`src/rtl/pulse_peak_detector.sv`:
```
// Per-pulse parameter extraction on a signed filtered sample stream:
// peak amplitude, peak timestamp, width above threshold and pile-up flag.
module pulse_peak_detector #(
  parameter int DATA_W  = 16,
  parameter int TIME_W  = 16,
  parameter int WIDTH_W = 8,
  parameter int HOLDOFF = 4
) (
  input  logic                     clk,
  input  logic                     reset,
  input  logic                     enable,
  input  logic signed [DATA_W-1:0] input_data,
  input  logic signed [DATA_W-1:0] threshold,
  output logic                     peak_valid,
  output logic signed [DATA_W-1:0] peak_amplitude,
  output logic [TIME_W-1:0]        peak_time,
  output logic [WIDTH_W-1:0]       pulse_width,
  output logic                     pile_up,
  output logic [15:0]              pulse_count,
  output logic                     busy
);

  localparam int CNT_W = (HOLDOFF > 1) ? $clog2(HOLDOFF) : 1;
  localparam logic [CNT_W-1:0]   HOLD_LAST = CNT_W'(HOLDOFF - 1);
  localparam logic [CNT_W-1:0]   CNT_ONE   = CNT_W'(1'b1);
  localparam logic [WIDTH_W-1:0] WIDTH_ONE = WIDTH_W'(1'b1);
  localparam logic [WIDTH_W-1:0] WIDTH_MAX = {WIDTH_W{1'b1}};
  localparam logic [TIME_W-1:0]  TS_ONE    = TIME_W'(1'b1);

  typedef enum logic [2:0] {
    IDLE      = 3'd0,
    ARMED     = 3'd1,
    RISING    = 3'd2,
    FALLING   = 3'd3,
    S_HOLDOFF = 3'd4
  } state_t;

  state_t                   state, state_next;
  logic signed [DATA_W-1:0] d, d_prev, max_val, max_next;
  logic [TIME_W-1:0]        ts, d_ts, tmax, tmax_next;
  logic [WIDTH_W-1:0]       width, width_next, width_inc;
  logic [CNT_W-1:0]         hold_cnt, hold_next;
  logic                     pu, pu_next, from_idle, end_pulse, above;

  assign above     = (d > threshold);
  assign width_inc = (width == WIDTH_MAX) ? width : width + WIDTH_ONE;

  // Next-state and pulse-accumulator update from the registered sample
  always_comb begin
    state_next = state;
    max_next   = max_val;
    tmax_next  = tmax;
    width_next = width;
    pu_next    = pu;
    hold_next  = hold_cnt;
    end_pulse  = 1'b0;
    if (!enable) begin
      state_next = IDLE;
    end else begin
      case (state)
        IDLE: begin
          state_next = ARMED;
        end
        // The sample captured while still in IDLE predates arming and is skipped
        ARMED: begin
          if (!from_idle && above) begin
            state_next = RISING;
            max_next   = d;
            tmax_next  = d_ts;
            width_next = WIDTH_ONE;
            pu_next    = 1'b0;
          end else begin
            state_next = ARMED;
          end
        end
        RISING: begin
          if (!above) begin
            end_pulse = 1'b1;
          end else begin
            width_next = width_inc;
            if (d > max_val) begin
              max_next  = d;
              tmax_next = d_ts;
            end else begin
              max_next  = max_val;
            end
            if (d < d_prev) begin
              state_next = FALLING;
            end else begin
              state_next = RISING;
            end
          end
        end
        FALLING: begin
          if (!above) begin
            end_pulse = 1'b1;
          end else begin
            width_next = width_inc;
            if (d > d_prev) begin
              pu_next    = 1'b1;
              state_next = RISING;
              if (d > max_val) begin
                max_next  = d;
                tmax_next = d_ts;
              end else begin
                max_next  = max_val;
              end
            end else begin
              state_next = FALLING;
            end
          end
        end
        S_HOLDOFF: begin
          if (hold_cnt == HOLD_LAST) begin
            state_next = ARMED;
          end else begin
            hold_next = hold_cnt + CNT_ONE;
          end
        end
        default: begin
          state_next = IDLE;
        end
      endcase
    end
    if (end_pulse) begin
      state_next = S_HOLDOFF;
      hold_next  = '0;
    end else begin
      hold_next  = hold_next;
    end
  end

  // Input pipeline, timestamp, FSM state and registered result outputs
  always_ff @(posedge clk) begin
    if (reset) begin
      d              <= '0;
      d_prev         <= '0;
      ts             <= '0;
      d_ts           <= '0;
      from_idle      <= 1'b0;
      state          <= IDLE;
      max_val        <= '0;
      tmax           <= '0;
      width          <= '0;
      pu             <= 1'b0;
      hold_cnt       <= '0;
      peak_valid     <= 1'b0;
      peak_amplitude <= '0;
      peak_time      <= '0;
      pulse_width    <= '0;
      pile_up        <= 1'b0;
      pulse_count    <= 16'd0;
      busy           <= 1'b0;
    end else begin
      d          <= input_data;
      d_prev     <= d;
      ts         <= ts + TS_ONE;
      d_ts       <= ts;
      from_idle  <= (state == IDLE);
      state      <= state_next;
      max_val    <= max_next;
      tmax       <= tmax_next;
      width      <= width_next;
      pu         <= pu_next;
      hold_cnt   <= hold_next;
      peak_valid <= end_pulse;
      busy       <= (state_next == RISING) || (state_next == FALLING) ||
                    (state_next == S_HOLDOFF);
      if (end_pulse) begin
        peak_amplitude <= max_val;
        peak_time      <= tmax;
        pulse_width    <= width;
        pile_up        <= pu;
        pulse_count    <= pulse_count + 16'd1;
      end
    end
  end

endmodule

```
`config.mk`:
```
export PLATFORM = sky130hd
export DESIGN_NAME = pulse_peak_detector
export DESIGN_NICKNAME = d
export VERILOG_FILES = /design/src/rtl/pulse_peak_detector.sv
export SDC_FILE = /design/constraint.sdc
export NUM_CORES = 1
export LEC_CHECK = 0
export ABC_AREA = 1
export CELL_PAD_IN_SITES_DETAIL_PLACEMENT = 1
export CELL_PAD_IN_SITES_GLOBAL_PLACEMENT = 2
export CORE_MARGIN = 4
export CORE_UTILIZATION = 32
export DETAILED_ROUTE_END_ITERATION = 12
export GPL_TIMING_DRIVEN = 1
export PLACE_DENSITY = 0.86
export RECOVER_POWER = 25
export SLEW_MARGIN = 20
export SYNTH_ARGS = -nofsm -noshare
export SYNTH_HDL_FRONTEND = slang
export SYNTH_SLANG_ARGS = --single-unit
```
`constraint.sdc`:
```
create_clock -name clk -period 2.4 [get_ports clk]
set_input_delay 0.24 -clock clk [delete_from_list [all_inputs] [get_ports clk]]
set_output_delay 0.24 -clock clk [all_outputs]
set_load 0.02 [all_outputs]
```
==> flow_summary.json, run 1 <==
{
  "status": "finished with violations",
  "violations": "max-capacitance violations, max-slew violations, negative setup slack",
  "setup_viol": 38,
  "cts.sinks": 170,
  "postSynthAreaPerCell_um2": 7.32,
  "syn_nets": 1139,
  "ys_seq_area_frac": 0.442,
  "clock.fmax_mhz": 404,
  "nFillCells": 2910,
  "synth_area_leaders": "dfxtp_1, nand2_1, ha_1",
  "vias": 7136,
  "synth_area_um2": 7700,
  "crit_path_end_kind": "register",
  "crit_path_cell_trace": "buf_4 -> ha_1 -> nand2_2 -> inv_1 -> nand3_2 -> inv_1 -> a21oi_2 -> nand2_1 -> nand2_1 -> nand3_2 -> nand2_2 -> buf_4 -> inv_1 -> a21oi_4 -> buf_12 -> buf_8 -> nand3_1 -> nand2_1 -> nor2_1",
  "firstDrtPassIters": 4,
  "use_met2": 0.307,
  "drc": 0,
  "critPathTopFamily": "simple AND/OR/NAND/NOR gates",
  "dp_hpwl_um": 15400,
  "drv_slew": 33,
  "dieArea_um2": 26600,
  "drive_above_1_share": 0.157,
  "p_leak_nw": 4.45,
  "async_reset_ff_frac": 0,
  "grt_pass1_wl_um": 36600,
  "slowest_stage": "dfxtp_4",
  "power_density_nw_per_um2": 606,
  "numCtsBuffers": 17,
  "insertion_delay_ns": 0.42,
  "nets": 1301,
  "drt-initial-drc-count": 336,
  "synthFlopType": "dfxtp_1",
  "drt-total-wl_um": 22500,
  "synth_most_common_cell": "nand2_1",
  "synthCells": 1052,
  "track_usage": 0.169,
  "path_clk_slew_ns": 0.07,
  "r2r_cells": 19,
  "dp_cells": 1491,
  "worst_path_largest_cell_delay_ns": 0.37,
  "tightest_slew_ns": 1.67,
  "synth_top_cell_by_area": "dfxtp_1",
  "die_x_um": 163,
  "min_period_ns": 2.47,
  "gp_routability_congestion": 0.790,
  "ys_ff_latch": 170,
  "synth_top_area_frac": 0.442,
  "synthTopCellsByCount": "nand2_1, nor2_1, dfxtp_1",
  "die_y_um": 163,
  "ys_warn_count": 0,
  "hold_buffers": 0,
  "hold_viol_final": 0,
  "antenna_found_initial": 0,
  "final_util": 0.450,
  "cts_tree": "yes",
  "final_cells": 1546,
  "totalPowerFinal_w": 0.00642,
  "grt_most_used_layer": "met2",
  "cts_root_buffer": "clkbuf_16",
  "cts_buffer_depth": 2,
  "crit_required_ns": 2.71,
  "crit_buf_inv": 7,
  "met3_usage": 0.0303,
  "rrSetupSlack_ns": -0.07,
  "core_um2": 23500,
  "synth_edf_count": 0,
  "wl_per_cell_um": 14.5,
  "grt_max_degree": 34,
  "cp-start-kind": "register",
  "drv_cap": 1,
  "rows": 56,
  "grt_pass1_vias": 7377,
  "routed_via_density": 4.62,
  "crit_end": "max_val[14]",
  "syn_to_final_growth_pct": 37.5,
  "vdd_ir_drop_max_mv": 0.403,
  "crit_fanout": 7,
  "rsz0062_at_grt": "true",
  "use_met1": 0.207,
  "critPathArrivalTime_ns": 2.79,
  "num_antenna_cells": 0,
  "ios": 94,
  "cp.depth": 19,
  "slew_headroom": -0.114,
  "seqCellArea_um2": 3430,
  "crit_type": "reg2reg",
  "stdcell_area_um2": 10600,
  "yosysUniqueCellTypes": 37,
  "multi_input_comb_area_um2": 3800,
  "start_util": 0.327,
  "finalClockSkew_ns": 0.00961,
  "port_buffers": 93,
  "min_period_over_period": 1.03,
  "grt_overflow": 0,
  "reg2reg_from": "d[14]",
  "setup_ws_ns": -0.0741,
  "crit_start": "d[14]",
  "dpl-instance-area_um2": 9380,
  "htreeDepth": 4,
  "timing.rr.end": "max_val[14]",
  "hp-class": "in2reg",
  "ant_nets": 0
}
[worst register-to-register path: stages (launching register included)]
cell and delay [ns]:
dfxtp_4 0.37, buf_4 0.14, ha_1 0.29, nand2_2 0.07, inv_1 0.05, nand3_2 0.09, inv_1 0.06, a21oi_2 0.18
nand2_1 0.09, nand2_1 0.10, nand3_2 0.09, nand2_2 0.07, buf_4 0.10, inv_1 0.05, a21oi_4 0.13, buf_12 0.15
buf_8 0.14, nand3_1 0.08, nand2_1 0.07, nor2_1 0.04
[cells by family (layout without fill, tap and decap cells)]
group	count (synthesis)	after routing	share of synthesized area
AOI/OAI and AO/OA	95	95	0.0651
xor gates and xnor gates	11	11	0.0125
adders and majority gates	52	52	0.0845
buffers and inverters	206	380	0.106
DFF	170	170	0.442
muxes	1	1	0.00130
and+or+nand+nor	517	518	0.288
[area by class of cell]
type	count	area share
well taps	319	0.0377
multi-input cells	677	0.358
flip-flops and latches	170	0.323
clock buffers	20	0.0431
clock inverters	12	0.0107
repair buffers	180	0.167
inverters	168	0.0600
[report_power, final]
group          switching (W)  internal, W  leakage [nW]
Clock                0.00120      0.00149         0.269
Sequential         0.0000453      0.00288          1.38
Combinational       0.000430     0.000365          2.80
[metal layers]
layer	vias to the layer above	part of all wire
li1	3625	-
met1	3411	0.45
met2	83	0.51
met3	17	0.025
met4	0	0.014
met5	-	0
[flip-flops by register name, indices dropped and copies added (netlist names), 2 cells and up]
name	flops
d_prev	16
state	3
tmax	16
pulse_count	16
pulse_width	8
d_ts	16
peak_time	16
max_val	16
hold_cnt	2
d	16
ts	16
width	8
peak_amplitude	16
[how the worst min path moves through the flow]
| stage | startpoint | endpoint | slack, ns | cells after the start |
|---|---|---|---|---|
| 2_1_floorplan | reset | d_ts[14] | 0.32 | 1 |
| 3_3_place_gp | ts[15] | d_ts[15] | 0.43 | 2 |
| 3_5_place_dp | ts[13] | ts[14] | 0.44 | 1 |
| 4_1_cts | reset | d_ts[11] | 0.23 | 2 |
| 5_1_grt | reset | d_ts[10] | 0.26 | 2 |
| 6_report | reset | d_ts[11] | 0.24 | 2 |
[through the flow]
stage | setup slack, ns | hold slack, ns | setup TNS, ns
after CTS | -0.0467 | 0.234 | -0.550
final | -0.0741 | 0.239 | -1.70
after global routing | -0.271 | 0.260 | -11.24
after global placement | -0.670 | 0.429 | -41.17
after detailed placement | -0.812 | 0.439 | -47.86
after floorplan | 0.382 | 0.322 | 0
[cells in the final DEF (no fill, tap or decap), types with 5 or more instances in the layout]
cell type	netlist	layout
xor2_1	8	8
nor2_1	172	167
nand3_2	2	8
ha_1	52	44
clkdlybuf4s50_1	0	92
nand2_2	2	18
buf_4	3	63
buf_12	0	8
nor2_4	4	8
clkbuf_16	0	18
inv_1	165	165
o21ai_0	16	10
nor3_1	20	19
o21ai_1	20	24
nand3_1	109	101
a21oi_1	47	42
buf_6	3	9
dfxtp_1	170	161
ha_4	0	8
dfxtp_4	0	5
nand4_1	8	8
nand2_1	187	169
[timing repair]
action	CTS	global route
gates resized for setup	40	59
endpoints found under the setup margin	75	102
pin swaps	6	18
cloned	2	2
setup buffers	13	7
(Power assumes the default switching activity.)
==> inputs of run 2 (changes only) <==
--- a/config.mk
+++ b/config.mk
@@ -14,6 +14,7 @@
 export GPL_TIMING_DRIVEN = 1
 export PLACE_DENSITY = 0.86
 export RECOVER_POWER = 25
+export SETUP_SLACK_MARGIN = 0.5
 export SLEW_MARGIN = 20
 export SYNTH_ARGS = -nofsm -noshare
 export SYNTH_HDL_FRONTEND = slang
==> run 2 against run 1 <==
Net effect:
- the flow finishes with violations (negative setup slack)
- routed wire length is 6.4% higher
- critical path depth decreased by 5
- highest routed layer unchanged
- critical endpoint is now max_val[15]
- design area is 5.8% higher
- non-clock buffer count is 9 lower
- worst setup slack worse by 0.076 ns
- combinational power is 4.3% lower
- die area unchanged
- core utilization is 2.6 points higher
- sequential cell count did not move
==> flow_summary.json, run 2 (synthesis results as in run 1) <==
{
  "antenna_found_initial": 0,
  "grt_pass1_vias": 7445,
  "hp-class": "in2reg",
  "cts_buffer_depth": 2,
  "dpl-instance-area_um2": 9280,
  "crit_path_end_kind": "register",
  "drt-initial-drc-count": 248,
  "tns_ns": -4.33,
  "crit_type": "reg2reg",
  "port_buffers": 93,
  "crit_required_ns": 2.73,
  "holdPathStages": 3,
  "drv_cap": 0,
  "htreeDepth": 4,
  "firstDrtPassIters": 4,
  "dp_hpwl_um": 15100,
  "die_y_um": 163,
  "hold_end": "state[2]",
  "critPathArrivalTime_ns": 2.88,
  "setup_viol": 62,
  "drive_above_1_share": 0.211,
  "rrSetupSlack_ns": -0.15,
  "slew_headroom": 0.526,
  "totalPowerFinal_w": 0.00668,
  "rsz0062_at_grt": "true",
  "drv_slew": 0,
  "final_cell_mix": "nand2_1, inv_1, nor2_1",
  "rows": 56,
  "grt_max_degree": 49,
  "path_clk_slew_ns": 0.07,
  "cts_root_buffer": "clkbuf_16",
  "final_util": 0.476,
  "crit_fanout": 6,
  "vias": 7161,
  "vdd_ir_drop_max_mv": 0.355,
  "min_from": "reset",
  "p_leak_nw": 4.68,
  "dieArea_um2": 26600,
  "ant_nets": 0,
  "min_period_over_period": 1.06,
  "grt_overflow": 0,
  "cp-start-kind": "register",
  "stdcell_area_um2": 11200,
  "core_um2": 23500,
  "die_x_um": 163,
  "cts_tree": "yes",
  "numCtsBuffers": 17,
  "nets": 1292,
  "insertion_delay_ns": 0.44,
  "finalClockSkew_ns": 0.00919,
  "start_util": 0.327,
  "grt_pass1_wl_um": 37300,
  "hold_viol_final": 0,
  "drt-total-wl_um": 23900,
  "num_antenna_cells": 0,
  "r2r_cells": 14,
  "status": "finished with violations",
  "cts.sinks": 170,
  "layout_commonest_cell": "nand2_1",
  "setup_ws_ns": -0.150,
  "dp_cells": 1458,
  "timing.rr.end": "max_val[15]",
  "violations": "negative setup slack",
  "reg2reg_from": "d[15]",
  "syn_to_final_growth_pct": 45.4,
  "clock.fmax_mhz": 392,
  "tightest_slew_ns": 0.711,
  "final_cells": 1537,
  "wl_per_cell_um": 15.5,
  "track_usage": 0.175,
  "drc": 0,
  "nFillCells": 2828,
  "power_density_nw_per_um2": 596,
  "ios": 94,
  "min_period_ns": 2.55,
  "gp_routability_congestion": 0.782,
  "routed_via_density": 4.66
}
-- run 2: worst max path at each step --
stage,start,endpoint,cells past startpoint
2_1_floorplan,d[11],max_val[0],15
3_3_place_gp,threshold[15],tmax[1],16
3_5_place_dp,threshold[15],tmax[1],16
4_1_cts,d[15],tmax[4],16
5_1_grt,d[15],tmax[14],14
6_report,d[15],max_val[15],14
-- run 2: worst max-delay path: stages (launching register included) --
cell	delay (ns)
dfxtp_4	0.37
ha_4	0.27
nand4_1	0.22
nor2_1	0.20
nand2_1	0.10
a21oi_2	0.15
buf_4	0.14
nand4_1	0.13
buf_4	0.18
a21oi_4	0.18
buf_12	0.15
buf_8	0.14
nand3_2	0.07
nand2_1	0.07
nor2_1	0.05
-- run 2: stage by stage --
stage | setup WS [ns] | hold WS (ns)
floorplan | 0.464 | 0.322
global placement | -0.316 | 0.427
detailed placement | -0.380 | 0.434
CTS | 0.00265 | 0.282
global route | -0.313 | 0.284
finish | -0.150 | 0.277
-- run 2: metal layers --
layer	GRT usage	vias up	part of all wire
met1	0.208	3434	0.43
met3	0.0356	31	0.023
met5	0	-	0
met4	0.0541	0	0.017
li1	-	3613	-
met2	0.317	83	0.53
-- run 2: power breakdown --
group / switching, W / leakage, nW / internal, W
Clock: 0.00129 / 0.308 / 0.00169
Sequential: 0.0000540 / 1.39 / 0.00288
Combinational: 0.000431 / 2.99 / 0.000330
-- run 2: area by class of cell --
| cell class | count | area [um2] | share of cell area |
|---|---|---|---|
| Inverter | 168 | 643 | 0.0574 |
| Clock inverter | 15 | 205 | 0.0183 |
| Clock buffer | 17 | 425 | 0.0380 |
| Multi-Input combinational cell | 676 | 4150 | 0.370 |
| Tap cell | 319 | 399 | 0.0356 |
| Sequential cell | 170 | 3440 | 0.307 |
| Timing Repair Buffer | 171 | 1930 | 0.172 |
| Timing Repair inverter | 1 | 11.3 | 0.00101 |
-- run 2: what timing repair did --
item / 4_1_cts / 5_1_grt
hold buffers: 0 / 0
hold endpoints to repair: 0 / 0
setup buffers: 27 / 11
setup endpoints to repair: 108 / 110
pin swaps: 24 / 34
gates cloned: 5 / 4
resized for setup: 67 / 121
==> inputs of run 3 (changes only) <==
==> config.mk (replaced) <==
export PLATFORM = sky130hd
export DESIGN_NAME = pulse_peak_detector
export DESIGN_NICKNAME = d
export VERILOG_FILES = /design/src/rtl/pulse_peak_detector.sv
export SDC_FILE = /design/constraint.sdc
export NUM_CORES = 1
export LEC_CHECK = 0
export ABC_AREA = 1
export CELL_PAD_IN_SITES_DETAIL_PLACEMENT = 1
export CELL_PAD_IN_SITES_GLOBAL_PLACEMENT = 1
export CORE_MARGIN = 2
export CORE_UTILIZATION = 40
export DETAILED_ROUTE_END_ITERATION = 12
export GPL_TIMING_DRIVEN = 1
export PLACE_DENSITY = 0.85
export RECOVER_POWER = 25
export SETUP_SLACK_MARGIN = 0.5
export SLEW_MARGIN = 10
export SYNTH_ARGS = -nofsm -noshare
export SYNTH_HDL_FRONTEND = slang
export SYNTH_SLANG_ARGS = --single-unit
==> run 3 against run 2 <==
Net effect:
- the flow still finishes with violations (negative setup slack)
- power up 8.5%
- worst setup slack lost 0.37 ns
- sequential cell count unchanged
- clock skew up 0.010 ns
- clock power increased by 6%
- largest cell class unchanged
==> flow_summary.json, run 3 (synthesis results as in run 1) <==
{
  "r2r_cells": 16,
  "drt-total-wl_um": 40500,
  "totalPowerFinal_w": 0.00724,
  "crit_type": "reg2reg",
  "power_density_nw_per_um2": 617,
  "cp_common_cell": "nand2_1",
  "slowest_stage": "nor4_4",
  "hold_viol_final": 0,
  "grt_pass1_vias": 8948,
  "slew_headroom": 0.558,
  "worst_path_largest_cell_delay_ns": 0.41,
  "reg2reg_from": "max_val[8]",
  "die_x_um": 143,
  "pwr-share-seq": 0.408,
  "tns_ns": -34.44,
  "crit_start": "max_val[8]",
  "antenna_found_initial": 1,
  "tightest_slew_ns": 0.658,
  "start_util": 0.409,
  "drv_slew": 0,
  "vdd_ir_drop_max_mv": 0.619,
  "crit_fanout": 6,
  "final_cell_mix": "inv_1, dfxtp_1, nor2_1",
  "crit_end": "tmax[4]",
  "drt-initial-drc-count": 833,
  "port_buffers": 93,
  "crit_path_end_kind": "register",
  "status": "finished with violations",
  "min_period_ns": 2.93,
  "cts.sinks": 170,
  "finalClockSkew_ns": 0.0193,
  "wl_per_cell_um": 27.3,
  "gp_routability_congestion": 0.837,
  "dieArea_um2": 20400,
  "setup_ws_ns": -0.525,
  "p_leak_nw": 4.74,
  "ios": 94,
  "path_clk_slew_ns": 0.09,
  "rows": 50,
  "htreeDepth": 4,
  "drc": 0,
  "switchingPower_w": 0.00214,
  "die_y_um": 143,
  "timing.rr.end": "tmax[4]",
  "pwr-share-comb": 0.156,
  "cts_buffer_depth": 2,
  "netSwitchingFraction": 0.296,
  "cts_root_buffer": "clkbuf_16",
  "critPathArrivalTime_ns": 3.30,
  "routed_via_density": 5.92,
  "vias": 8796,
  "rsz0062_at_grt": "true",
  "setup_viol": 104,
  "syn_to_final_growth_pct": 52.4,
  "cp-start-kind": "register",
  "p_int_w": 0.00510,
  "nFillCells": 2092,
  "crit_required_ns": 2.77,
  "min_period_over_period": 1.22,
  "crit_path_cell_trace": "inv_1 -> ha_1 -> nand2_1 -> nor4_4 -> nand2_1 -> nand2_1 -> nand2_1 -> nand3_1 -> nand2_2 -> inv_1 -> nor2_4 -> buf_6 -> buf_12 -> nand3_4 -> nand2_2 -> nor2_2",
  "insertion_delay_ns": 0.48,
  "firstDrtPassIters": 6,
  "dp_hpwl_um": 15000,
  "clock.fmax_mhz": 342,
  "violations": "negative setup slack",
  "grt_overflow": 0,
  "ant_nets": 0,
  "track_usage": 0.312,
  "p_clk_frac": 0.437,
  "numCtsBuffers": 17,
  "holdPathStages": 2,
  "grt_max_degree": 59,
  "drv_cap": 0,
  "grt_pass1_wl_um": 48600,
  "core_um2": 18800,
  "hp-class": "in2reg",
  "nets": 1298,
  "layout_commonest_cell": "inv_1",
  "cts_tree": "yes",
  "drive_above_1_share": 0.280,
  "rrSetupSlack_ns": -0.53
}
-- run 3: how the worst min path moves through the flow --
stage	start	slack, ns	end
after floorplan	reset	0.32	d_ts[14]
after global placement	ts[13]	0.42	ts[14]
after detailed placement	ts[15]	0.43	d_ts[15]
after CTS	reset	0.25	d[1]
after global routing	reset	0.27	d_prev[6]
final	reset	0.26	d[7]
-- run 3: layer usage --
layer	vias up	part of all wire	global-route usage
met1	4266	0.36	0.334
met4	0	0.085	0.202
li1	3641	-	-
met2	609	0.48	0.553
met3	280	0.072	0.0701
met5	-	0	0
-- run 3: area by class of cell --
class	count	area, um2	area share
diodes	1	2.50	0.000213
clock buffers	18	439	0.0374
clock inverters	14	195	0.0166
inverters	168	638	0.0544
multi-input cells	677	4660	0.397
flip-flops and latches	170	3460	0.295
well taps	260	325	0.0277
repair buffers	176	2010	0.171
repair inverters	1	11.3	0.000959
-- run 3: power groups by stage --
stage	Sequential (W)	Combinational, W	Clock [W]
6_report	0.00295	0.00113	0.00316
5_1_grt	0.00295	0.00116	0.00326
4_1_cts	0.00294	0.000764	0.00301
3_5_place_dp	0.00300	0.000605	0
3_3_place_gp	0.00300	0.000574	0
2_1_floorplan	0.00298	0.000403	0
-- run 3: per-stage QoR --
step | util | hold WS, ns | cells | setup slack [ns] | cell area (um2)
6_report | 0.623 | 0.264 | 1485 | -0.525 | 11700
2_1_floorplan | - | 0.322 | 1052 | 0.464 | 7840
3_5_place_dp | 0.484 | 0.427 | 1388 | -0.476 | 9120
3_3_place_gp | 0.484 | 0.424 | 1388 | -0.322 | 9120
4_1_cts | 0.564 | 0.245 | 1455 | -0.0638 | 10600
5_1_grt | 0.623 | 0.265 | 1485 | -0.568 | 11700
-- run 3: repair_timing --
| item | CTS | global route |
|---|---|---|
| resized for setup | 103 | 199 |
| buffers inserted | 26 | 24 |
| endpoints found under the setup margin | 108 | 112 |
| gates cloned | 9 | 5 |
| pin swaps | 20 | 55 |
| hold buffers | 0 | 0 |
-- run 3: worst max-delay path: cells and delay by family (launching register included) --
kind / cells / cell delay (ns)
adders and majority gates: 1 / 0.32
DFF: 1 / 0.38
buffers and inverters: 4 / 0.53
and+or+nand+nor: 11 / 1.59
